### src/rtl/uart_fifo_bridge_if.sv
// CPU-side FIFO port plus the UART data-register handshake for uart_fifo_bridge.
// The slave view belongs to the bridge; the master view to whoever drives it.
interface uart_fifo_bridge_if #(
  parameter int TX_AW = 4,
  parameter int RX_AW = 4
);
  logic              tx_wr;
  logic [7:0]        tx_data;
  logic              tx_full;
  logic [TX_AW:0]    tx_level;
  logic              rx_rd;
  logic [7:0]        rx_data;
  logic              rx_empty;
  logic [RX_AW:0]    rx_level;
  logic              rx_overrun;
  logic              ovr_clr;
  logic              uart_data_we;
  logic [31:0]       uart_data_di;
  logic              uart_data_wait;
  logic              uart_data_re;
  logic [31:0]       uart_data_do;

  modport slave (
    input  tx_wr, tx_data, rx_rd, ovr_clr, uart_data_wait, uart_data_do,
    output tx_full, tx_level, rx_data, rx_empty, rx_level, rx_overrun,
           uart_data_we, uart_data_di, uart_data_re
  );

  modport master (
    output tx_wr, tx_data, rx_rd, ovr_clr, uart_data_wait, uart_data_do,
    input  tx_full, tx_level, rx_data, rx_empty, rx_level, rx_overrun,
           uart_data_we, uart_data_di, uart_data_re
  );
endinterface

### src/rtl/uart_fifo_bridge.sv
// Byte FIFOs between the CPU and the UART data register: TX drains into the
// UART write port under its stall, RX polls the read port and flags overrun.
module uart_fifo_bridge_fifo #(
  parameter int AW = 4
) (
  input  logic          clk,
  input  logic          resetn,
  input  logic          push,
  input  logic          pop,
  input  logic [7:0]    wdata,
  output logic [7:0]    rdata,
  output logic          empty,
  output logic          full,
  output logic [AW:0]   level
);
  localparam logic [AW:0] ONE = 1;

  logic [7:0]  mem [2**AW];
  logic [AW:0] wr_ptr, rd_ptr;

  always_ff @(posedge clk or negedge resetn) begin
    if (!resetn) begin
      wr_ptr <= '0;
      rd_ptr <= '0;
    end else begin
      if (push) wr_ptr <= wr_ptr + ONE;
      if (pop)  rd_ptr <= rd_ptr + ONE;
    end
  end

  // Storage is deliberately left out of reset.
  always_ff @(posedge clk) begin
    if (push) mem[wr_ptr[AW-1:0]] <= wdata;
  end

  assign level = wr_ptr - rd_ptr;
  assign empty = (wr_ptr == rd_ptr);
  assign full  = (wr_ptr[AW] != rd_ptr[AW]) && (wr_ptr[AW-1:0] == rd_ptr[AW-1:0]);
  // Head reads as 0 while empty so nothing undefined leaks out after reset.
  assign rdata = empty ? 8'h00 : mem[rd_ptr[AW-1:0]];
endmodule

module uart_fifo_bridge #(
  parameter int TX_AW = 4,
  parameter int RX_AW = 4
) (
  input  logic                clk,
  input  logic                resetn,
  uart_fifo_bridge_if.slave   bus
);
  logic [7:0]     tx_head, rx_head;
  logic           tx_empty, tx_full, rx_empty, rx_full;
  logic [TX_AW:0] tx_level;
  logic [RX_AW:0] rx_level;
  logic           tx_push, tx_pop, rx_push, rx_pop, rx_valid, ovr_set;
  logic           overrun;

  // TX: full is sampled before the edge, so a pop cannot make room for a push.
  assign tx_push = bus.tx_wr && !tx_full;
  assign tx_pop  = !tx_empty && !bus.uart_data_wait;

  uart_fifo_bridge_fifo #(.AW(TX_AW)) u_tx (
    .clk(clk), .resetn(resetn), .push(tx_push), .pop(tx_pop),
    .wdata(bus.tx_data), .rdata(tx_head), .empty(tx_empty), .full(tx_full),
    .level(tx_level)
  );

  // RX: a same-cycle pop frees the slot, so the byte is kept rather than dropped.
  assign rx_valid = (bus.uart_data_do[31:8] == 24'h0);
  assign rx_pop   = bus.rx_rd && !rx_empty;
  assign rx_push  = rx_valid && (!rx_full || rx_pop);
  assign ovr_set  = rx_valid && rx_full && !rx_pop;

  uart_fifo_bridge_fifo #(.AW(RX_AW)) u_rx (
    .clk(clk), .resetn(resetn), .push(rx_push), .pop(rx_pop),
    .wdata(bus.uart_data_do[7:0]), .rdata(rx_head), .empty(rx_empty), .full(rx_full),
    .level(rx_level)
  );

  always_ff @(posedge clk or negedge resetn) begin
    if (!resetn)          overrun <= 1'b0;
    else if (ovr_set)     overrun <= 1'b1;
    else if (bus.ovr_clr) overrun <= 1'b0;
  end

  assign bus.tx_full      = tx_full;
  assign bus.tx_level     = tx_level;
  assign bus.rx_data      = rx_head;
  assign bus.rx_empty     = rx_empty;
  assign bus.rx_level     = rx_level;
  assign bus.rx_overrun   = overrun;
  assign bus.uart_data_we = !tx_empty;
  assign bus.uart_data_di = {24'h0, tx_head};
  // Read strobe is asserted even when the byte is dropped, so the UART always drains.
  assign bus.uart_data_re = rx_valid;
endmodule

### src/flat_wrapper.sv
// flat-port wrapper written by rule: the top's interface ports become plain ports
module uart_fifo_bridge_flat 
#(
  parameter int TX_AW = 4,
  parameter int RX_AW = 4
)
  (clk, resetn, bus_tx_wr, bus_tx_data, bus_rx_rd, bus_ovr_clr, bus_uart_data_wait, bus_uart_data_do, bus_tx_full, bus_tx_level, bus_rx_data, bus_rx_empty, bus_rx_level, bus_rx_overrun, bus_uart_data_we, bus_uart_data_di, bus_uart_data_re);
  uart_fifo_bridge_if #(.TX_AW(TX_AW), .RX_AW(RX_AW)) bus_i ();
  input  logic clk;
  input  logic resetn;
  input wire logic [$bits(bus_i.tx_wr)-1:0] bus_tx_wr;
  input wire logic [$bits(bus_i.tx_data)-1:0] bus_tx_data;
  input wire logic [$bits(bus_i.rx_rd)-1:0] bus_rx_rd;
  input wire logic [$bits(bus_i.ovr_clr)-1:0] bus_ovr_clr;
  input wire logic [$bits(bus_i.uart_data_wait)-1:0] bus_uart_data_wait;
  input wire logic [$bits(bus_i.uart_data_do)-1:0] bus_uart_data_do;
  output wire logic [$bits(bus_i.tx_full)-1:0] bus_tx_full;
  output wire logic [$bits(bus_i.tx_level)-1:0] bus_tx_level;
  output wire logic [$bits(bus_i.rx_data)-1:0] bus_rx_data;
  output wire logic [$bits(bus_i.rx_empty)-1:0] bus_rx_empty;
  output wire logic [$bits(bus_i.rx_level)-1:0] bus_rx_level;
  output wire logic [$bits(bus_i.rx_overrun)-1:0] bus_rx_overrun;
  output wire logic [$bits(bus_i.uart_data_we)-1:0] bus_uart_data_we;
  output wire logic [$bits(bus_i.uart_data_di)-1:0] bus_uart_data_di;
  output wire logic [$bits(bus_i.uart_data_re)-1:0] bus_uart_data_re;
  assign bus_i.tx_wr = bus_tx_wr;
  assign bus_i.tx_data = bus_tx_data;
  assign bus_i.rx_rd = bus_rx_rd;
  assign bus_i.ovr_clr = bus_ovr_clr;
  assign bus_i.uart_data_wait = bus_uart_data_wait;
  assign bus_i.uart_data_do = bus_uart_data_do;
  assign bus_tx_full = bus_i.tx_full;
  assign bus_tx_level = bus_i.tx_level;
  assign bus_rx_data = bus_i.rx_data;
  assign bus_rx_empty = bus_i.rx_empty;
  assign bus_rx_level = bus_i.rx_level;
  assign bus_rx_overrun = bus_i.rx_overrun;
  assign bus_uart_data_we = bus_i.uart_data_we;
  assign bus_uart_data_di = bus_i.uart_data_di;
  assign bus_uart_data_re = bus_i.uart_data_re;
  uart_fifo_bridge #(.TX_AW(TX_AW), .RX_AW(RX_AW)) u_core (.clk(clk), .resetn(resetn), .bus(bus_i));
endmodule
### config.mk
export PLATFORM = sky130hd
export DESIGN_NAME = uart_fifo_bridge_flat
export DESIGN_NICKNAME = d
export VERILOG_FILES = /design/src/rtl/uart_fifo_bridge_if.sv /design/src/rtl/uart_fifo_bridge.sv /design/src/flat_wrapper.sv
export SDC_FILE = /design/constraint.sdc
export NUM_CORES = 1
export LEC_CHECK = 0
export ABC_AREA = 1
export CAP_MARGIN = 30
export CORE_MARGIN = 5
export CORE_UTILIZATION = 40
export DETAILED_ROUTE_END_ITERATION = 8
export MAX_ROUTING_LAYER = met4
export PLACE_DENSITY = 0.68
export SETUP_SLACK_MARGIN = 0.15
export SLEW_MARGIN = 10
export SYNTH_ARGS = -nofsm -noshare
export SYNTH_HDL_FRONTEND = slang
export SYNTH_SLANG_ARGS = --single-unit
### constraint.sdc
create_clock -name clk -period 2.9 [get_ports clk]
set_input_delay 0.87 -clock clk [delete_from_list [all_inputs] [get_ports clk]]
set_output_delay 0.87 -clock clk [all_outputs]
set_load 0.01 [all_outputs]
== After elaboration in Yosys (flattened, before gate mapping) ==
Memories as Yosys holds them, arrays and structs flattened.
Cells that the tools add are included.

* Bits in registers: 21
* Output and inout bits: 55
* Bits in writable memories: 256
* Bits of input ports: 46
* Memories: 2
* Word-level logic and storage cells: 44

* Reduce and logical (&&, ||, !) cells: 17
* Add/sub/neg operators: 6
* Equality and inequality tests: 6
* Muxes and demuxes: 8

{| class="wikitable"
|+ Memory list
! memory !! words !! width !! read ports !! clocked after Yosys merged registers in !! wr ports !! line !! RTL
|-
| u_core.u_rx.mem || 16 || 8 || 1 || 0 || 1 || uart_fifo_bridge.sv:18 || <nowiki>logic [7:0] mem [2**AW];</nowiki>
|-
| u_core.u_tx.mem || 16 || 8 || 1 || 0 || 1 || uart_fifo_bridge.sv:18 ||
|}

{| class="wikitable"
|+ Operator list
! cell !! count
|-
| logical NOT 24 bit || 1
|-
| adder 5 x 1 -> 5 bit, second input constant || 4
|-
| 2-to-1 mux 8 bit || 2
|-
| == test 5 bit || 2
|-
| subtractor 5 bit || 2
|-
| == test 4 bit || 2
|-
| logical AND 1 bit || 8
|-
| logical NOT 1 bit || 6
|-
| 2-to-1 mux 1 bit || 6
|-
| != test 1 bit || 2
|-
| nonzero test 2 bit || 1
|-
| logical OR 1 bit || 1
|}

== Longest topological paths before layout ==
* Depth in word-level cells: 7
* Mapped depth: 11
* Mapped depth without buffers: 9

== Modules after synthesis ==
Synthesis repeated with hierarchy kept, for this count alone.

* Cell total of the unflattened synthesis: 1068
* Area, all modules: 11999.0 um^2

{| class="wikitable"
|+ By module, submodules not included
! module !! instances !! sequential area each (um^2) !! cells each !! area each (um^2)
|-
| uart_fifo_bridge_fifo || 2 || 4093.9 || 503 || 5821.8
|-
| uart_fifo_bridge || 1 || 25.0 || 62 || 355.3
|}

== Worst setup path before layout ==
OpenSTA, ideal clock, no wires.

* Path type: reg-to-output
* Start point: reg u_core.u_rx.rd_ptr[1]
* End point: out bus_rx_data[0]
* Path buffers: 2
* Stages on the path, launching flop included: 10
* Setup slack: 0.268 ns
* Arrival: 1.762 ns
* Data required time: 2.030 ns
* Cells stage by stage: dfrtp_1 buf_2 inv_2 buf_2 ha_1 nand2_1 nor2_1 nand2_2 clkinv_1 a21oi_1

* Word-level cells in the longest chain between the ends: 2
* Elaborated cells on any way between the ends: 3
* Classes of those cells: eq/ne: 1; mux: 1; memory: 1

{| class="wikitable"
|+ Ends and longest elaborated chain
! item !! line !! RTL
|-
| from (decl) || uart_fifo_bridge.sv:19 || <nowiki>logic [AW:0] wr_ptr, rd_ptr;</nowiki>
|-
| from (signal assigned) || uart_fifo_bridge.sv:27 || <nowiki>if (pop) rd_ptr <= rd_ptr + ONE;</nowiki>
|-
| == test 5 bit || uart_fifo_bridge.sv:37 || <nowiki>assign empty = (wr_ptr == rd_ptr);</nowiki>
|-
| via bus_rx_empty || flat_wrapper.sv:20 || <nowiki>output wire logic [$bits(bus_i.rx_empty)-1:0] bus_rx_empty;</nowiki>
|-
| 2-to-1 mux 8 bit || uart_fifo_bridge.sv:40 || <nowiki>assign rdata = empty ? 8'h00 : mem[rd_ptr[AW-1:0]];</nowiki>
|-
| to (decl) || flat_wrapper.sv:19 || <nowiki>output wire logic [$bits(bus_i.rx_data)-1:0] bus_rx_data;</nowiki>
|}

The timed path passes the listed nets, and every way through them passes these cells.

== Worst setup path in the final report ==
* Start point: reg u_core.u_tx.rd_ptr[0]
* End point: out bus_tx_level[4]

* Word-level cells in the longest chain between the ends: 1

{| class="wikitable"
|+ Ends and longest elaborated chain
! item !! line !! RTL
|-
| from (decl) || uart_fifo_bridge.sv:19 ||
|-
| from (signal assigned) || uart_fifo_bridge.sv:27 ||
|-
| subtractor 5 bit || uart_fifo_bridge.sv:36 || <nowiki>assign level = wr_ptr - rd_ptr;</nowiki>
|-
| to (decl) || flat_wrapper.sv:18 || <nowiki>output wire logic [$bits(bus_i.tx_level)-1:0] bus_tx_level;</nowiki>
|}

Every way passes these cells.

==> impl_metrics.py <==
metrics = {
    "pwr": {
        "swShare": 0.374,
        "p_int_mw": 9.89,
        "p_per_area_mw_per_mm2": 971,
        "seqPwrFrac": 0.305,
        "vdd.ir_drop.worst_mv": 1.07,
        "power_frac_comb": 0.466,
        "p_sw_mw": 5.90,
        "clkPwrFrac": 0.229,
        "p_leak_nw": 7.19,
    },
    "synth": {
        "async_flop_share": 0.0758,
        "yosysWarnings": 0,
        "synthFlopType": "edfxtp_1",
        "yosys.area.top_type": "edfxtp_1",
        "ys_ff_latch": 277,
        "synth_cell_types": 29,
        "synth.avg_cell_area_sq_um": 9.94,
        "synthTopCellsByArea": "edfxtp_1 60%, nand2_1 12%, inv_1 5.7%",
        "synth_edf_count": 256,
        "syn_area_sq_mm": 0.0129,
        "synth_cells": 1294,
        "yosysSeqAreaShare": 0.639,
        "synth_top_area_frac": 0.598,
    },
    "timing": {
        "final-setup-viol-count": 7,
        "fin_crit_ns": 2.97,
        "timing_max_transition_violations_final": 0,
        "rsz0062_at_grt": "true",
        "layout_setup_ws_ns": -0.0694,
        "post-route-period-util": 1.02,
        "tightest_slew_ns": 0.800,
        "hold_viol_final": 0,
        "clock_skew_ns": 0.0125,
        "slew_headroom": 0.465,
        "fmax_mhz": 337,
    },
    "worst_hold_path": {
        "worstHoldPathType": "reg2reg",
    },
    "global_routing": {
        "grt_overflow": 0,
        "grt_max_degree": 33,
        "grt_pass1_wl_mm": 47.9,
        "antenna_found_initial": 0,
        "grt_pass1_vias": 9001,
        "grt_usage": 0.171,
    },
    "routing": {
        "avgViaCountPerCell": 4.89,
        "drtAntennaViolNets": 0,
        "drtIter0Drc": 682,
        "wl_met1_mm": 12.7,
        "remaining_drc_errors": 0,
        "wl_met2_mm": 15.6,
        "wl_met3_mm": 2.26,
        "first_pass_iters": 7,
        "wl_mm": 31.3,
        "vias": 9220,
        "wire_per_inst_um": 16.6,
        "top_layer": "met4",
    },
    "clock_tree": {
        "clock_sinks": 277,
        "clk_pin_slew_ns": 0.05,
        "clockRootBuffer": "clkbuf_16",
        "cts_tree": "yes",
        "cts_max_path_buffers": 3,
        "numCtsBuffers": 29,
        "clkLatencyLatePin_ns": 0.54,
        "htreeDepth": 1,
    },
    "cells_and_area": {
        "area_growth_pct": 26.5,
        "finalNonFillerCells": 1886,
        "utilization": 0.514,
        "fillers": 2711,
        "diodes": 0,
        "final_cell_mix": "378 x nand2_1, 256 x edfxtp_1, 183 x inv_1, 110 x nand3_1, 77 x buf_4",
        "nets": 1527,
        "mostFrequentLayoutCell": "nand2_1",
        "layout-drive-gt1-share": 0.213,
    },
    "die": {
        "start_util": 0.407,
        "die_x_um": 189,
        "core_area_sq_mm": 0.0316,
        "io_pins": 101,
        "rows": 65,
        "die-area_sq_mm": 0.0358,
        "die_h_um": 189,
    },
    "critical_path": {
        "worst_ep_required_time_ns": 2.03,
        "startpoint_type": "register",
        "end_kind": "output pin",
        "worstPathArrival_ns": 2.10,
        "crit_fanout": 3,
        "path_class": "reg2out",
    },
    "run_status": {
        "violations": "setup timing",
        "status": "complete, but fails checks",
    },
    "flow_run": {
        "maxCapViolCount": 0,
    },
    "placement": {
        "dp_hpwl_mm": 19.0,
        "placement.io_buffers": 76,
        "place_inst": 1801,
        "gp_congestion": 0.966,
    },
}
## synthesized netlist by cell type (all sizes together) (15+ instances only)
cell / instances
xor2: 17
dfrtp: 21
o21ai: 22
nand2: 413
a21oi: 22
inv: 206
edfxtp: 256
buf: 64
nand3: 143
nor2: 73
nor3: 15
ha: 18
## routing by layer
metal,track usage,vias to the layer above
met5,-,-
met4,0.0481,0
met3,0.0238,63
met2,0.289,355
met1,0.217,4360
li1,-,4442
## repair_timing
item / in CTS / in global routing
gates cloned: 6 / 3
endpoints found under the setup margin: 30 / 28
gates resized for setup: 220 / 76
buffers inserted: 13 / 9
pin swaps: 37 / 55
hold buffers: 0 / 0
## layout make-up
type / instances / area, sq um / share of cell area
Clock buffer: 39 / 783 / 0.0481
Clock inverter: 15 / 146 / 0.00900
Inverter: 209 / 818 / 0.0503
Multi-Input combinational cell: 760 / 3970 / 0.244
Sequential cell: 277 / 8220 / 0.505
Tap cell: 402 / 503 / 0.0309
Timing Repair Buffer: 183 / 1830 / 0.113
Timing Repair inverter: 1 / 5.00 / 0.000308
## logic make-up (layout without fill, tap and decap cells)
| family | Yosys count | in the layout | synth area share |
|---|---|---|---|
| compound gates | 44 | 44 | 0.0171 |
| xor+xnor | 24 | 24 | 0.0169 |
| fa+ha+maj | 20 | 20 | 0.0206 |
| buf+inv | 280 | 447 | 0.0963 |
| flops | 277 | 277 | 0.639 |
| other cells | 1 | 24 | 0.000292 |
| simple gates | 648 | 648 | 0.210 |
## final timing paths
check	from	to	slack [ns]	cells after the start
worst max-delay path	u_core.u_tx.rd_ptr[0]	bus_tx_level[4]	-0.07	6
min in group asynchronous	resetn	u_core.u_tx.rd_ptr[1]	0.70	2
max in group asynchronous	resetn	u_core.u_rx.rd_ptr[0]	1.92	2
worst max register to register	u_core.u_tx.rd_ptr[3]	u_core.u_tx.mem[6][4]	0.75	10
worst min register to register	u_core.bus.rx_overrun	u_core.bus.rx_overrun	0.53	2
worst min-delay path	u_core.bus.rx_overrun	u_core.bus.rx_overrun	0.53	2
## sequential cells by signal, summed over array words and instances (netlist names)
signal / cells
u_core.u_rx.mem: 128
u_core.u_tx.mem: 128
u_core.u_rx.rd_ptr: 5
u_core.u_rx.wr_ptr: 5
u_core.u_tx.rd_ptr: 5
u_core.u_tx.wr_ptr: 5
u_core.bus.rx_overrun: 1
## worst max-delay path, stage by stage, from the launching register on
cell,delay [ns]
dfrtp_2,0.43
buf_6,0.13
ha_4,0.15
fa_2,0.36
o21ai_2,0.17
xor2_1,0.16
buf_2,0.15
## power groups by stage
stage / clock network [mW] / logic, mW / registers, mW
finish: 3.61 / 7.36 / 4.82
CTS: 3.67 / 6.63 / 4.81
floorplan: 0 / 3.52 / 4.86
global route: 3.84 / 7.97 / 4.84
detailed placement: 0 / 5.95 / 4.89
global placement: 0 / 5.91 / 4.88
## stage by stage
stage	instance area, sq um	hold slack (ns)	setup WS, ns	TNS, ns	power [mW]
3_5_place_dp	14400	0.506	-0.296	-0.386	10.8
3_3_place_gp	14400	0.494	-0.264	-0.264	10.8
4_1_cts	15900	0.537	-0.0575	-0.275	15.1
6_report	16300	0.529	-0.0694	-0.163	15.8
2_1_floorplan	12900	0.481	0.268	0	8.38
5_1_grt	16300	0.560	-0.133	-1.74	16.7
Power figures use the tool's default switching activity.
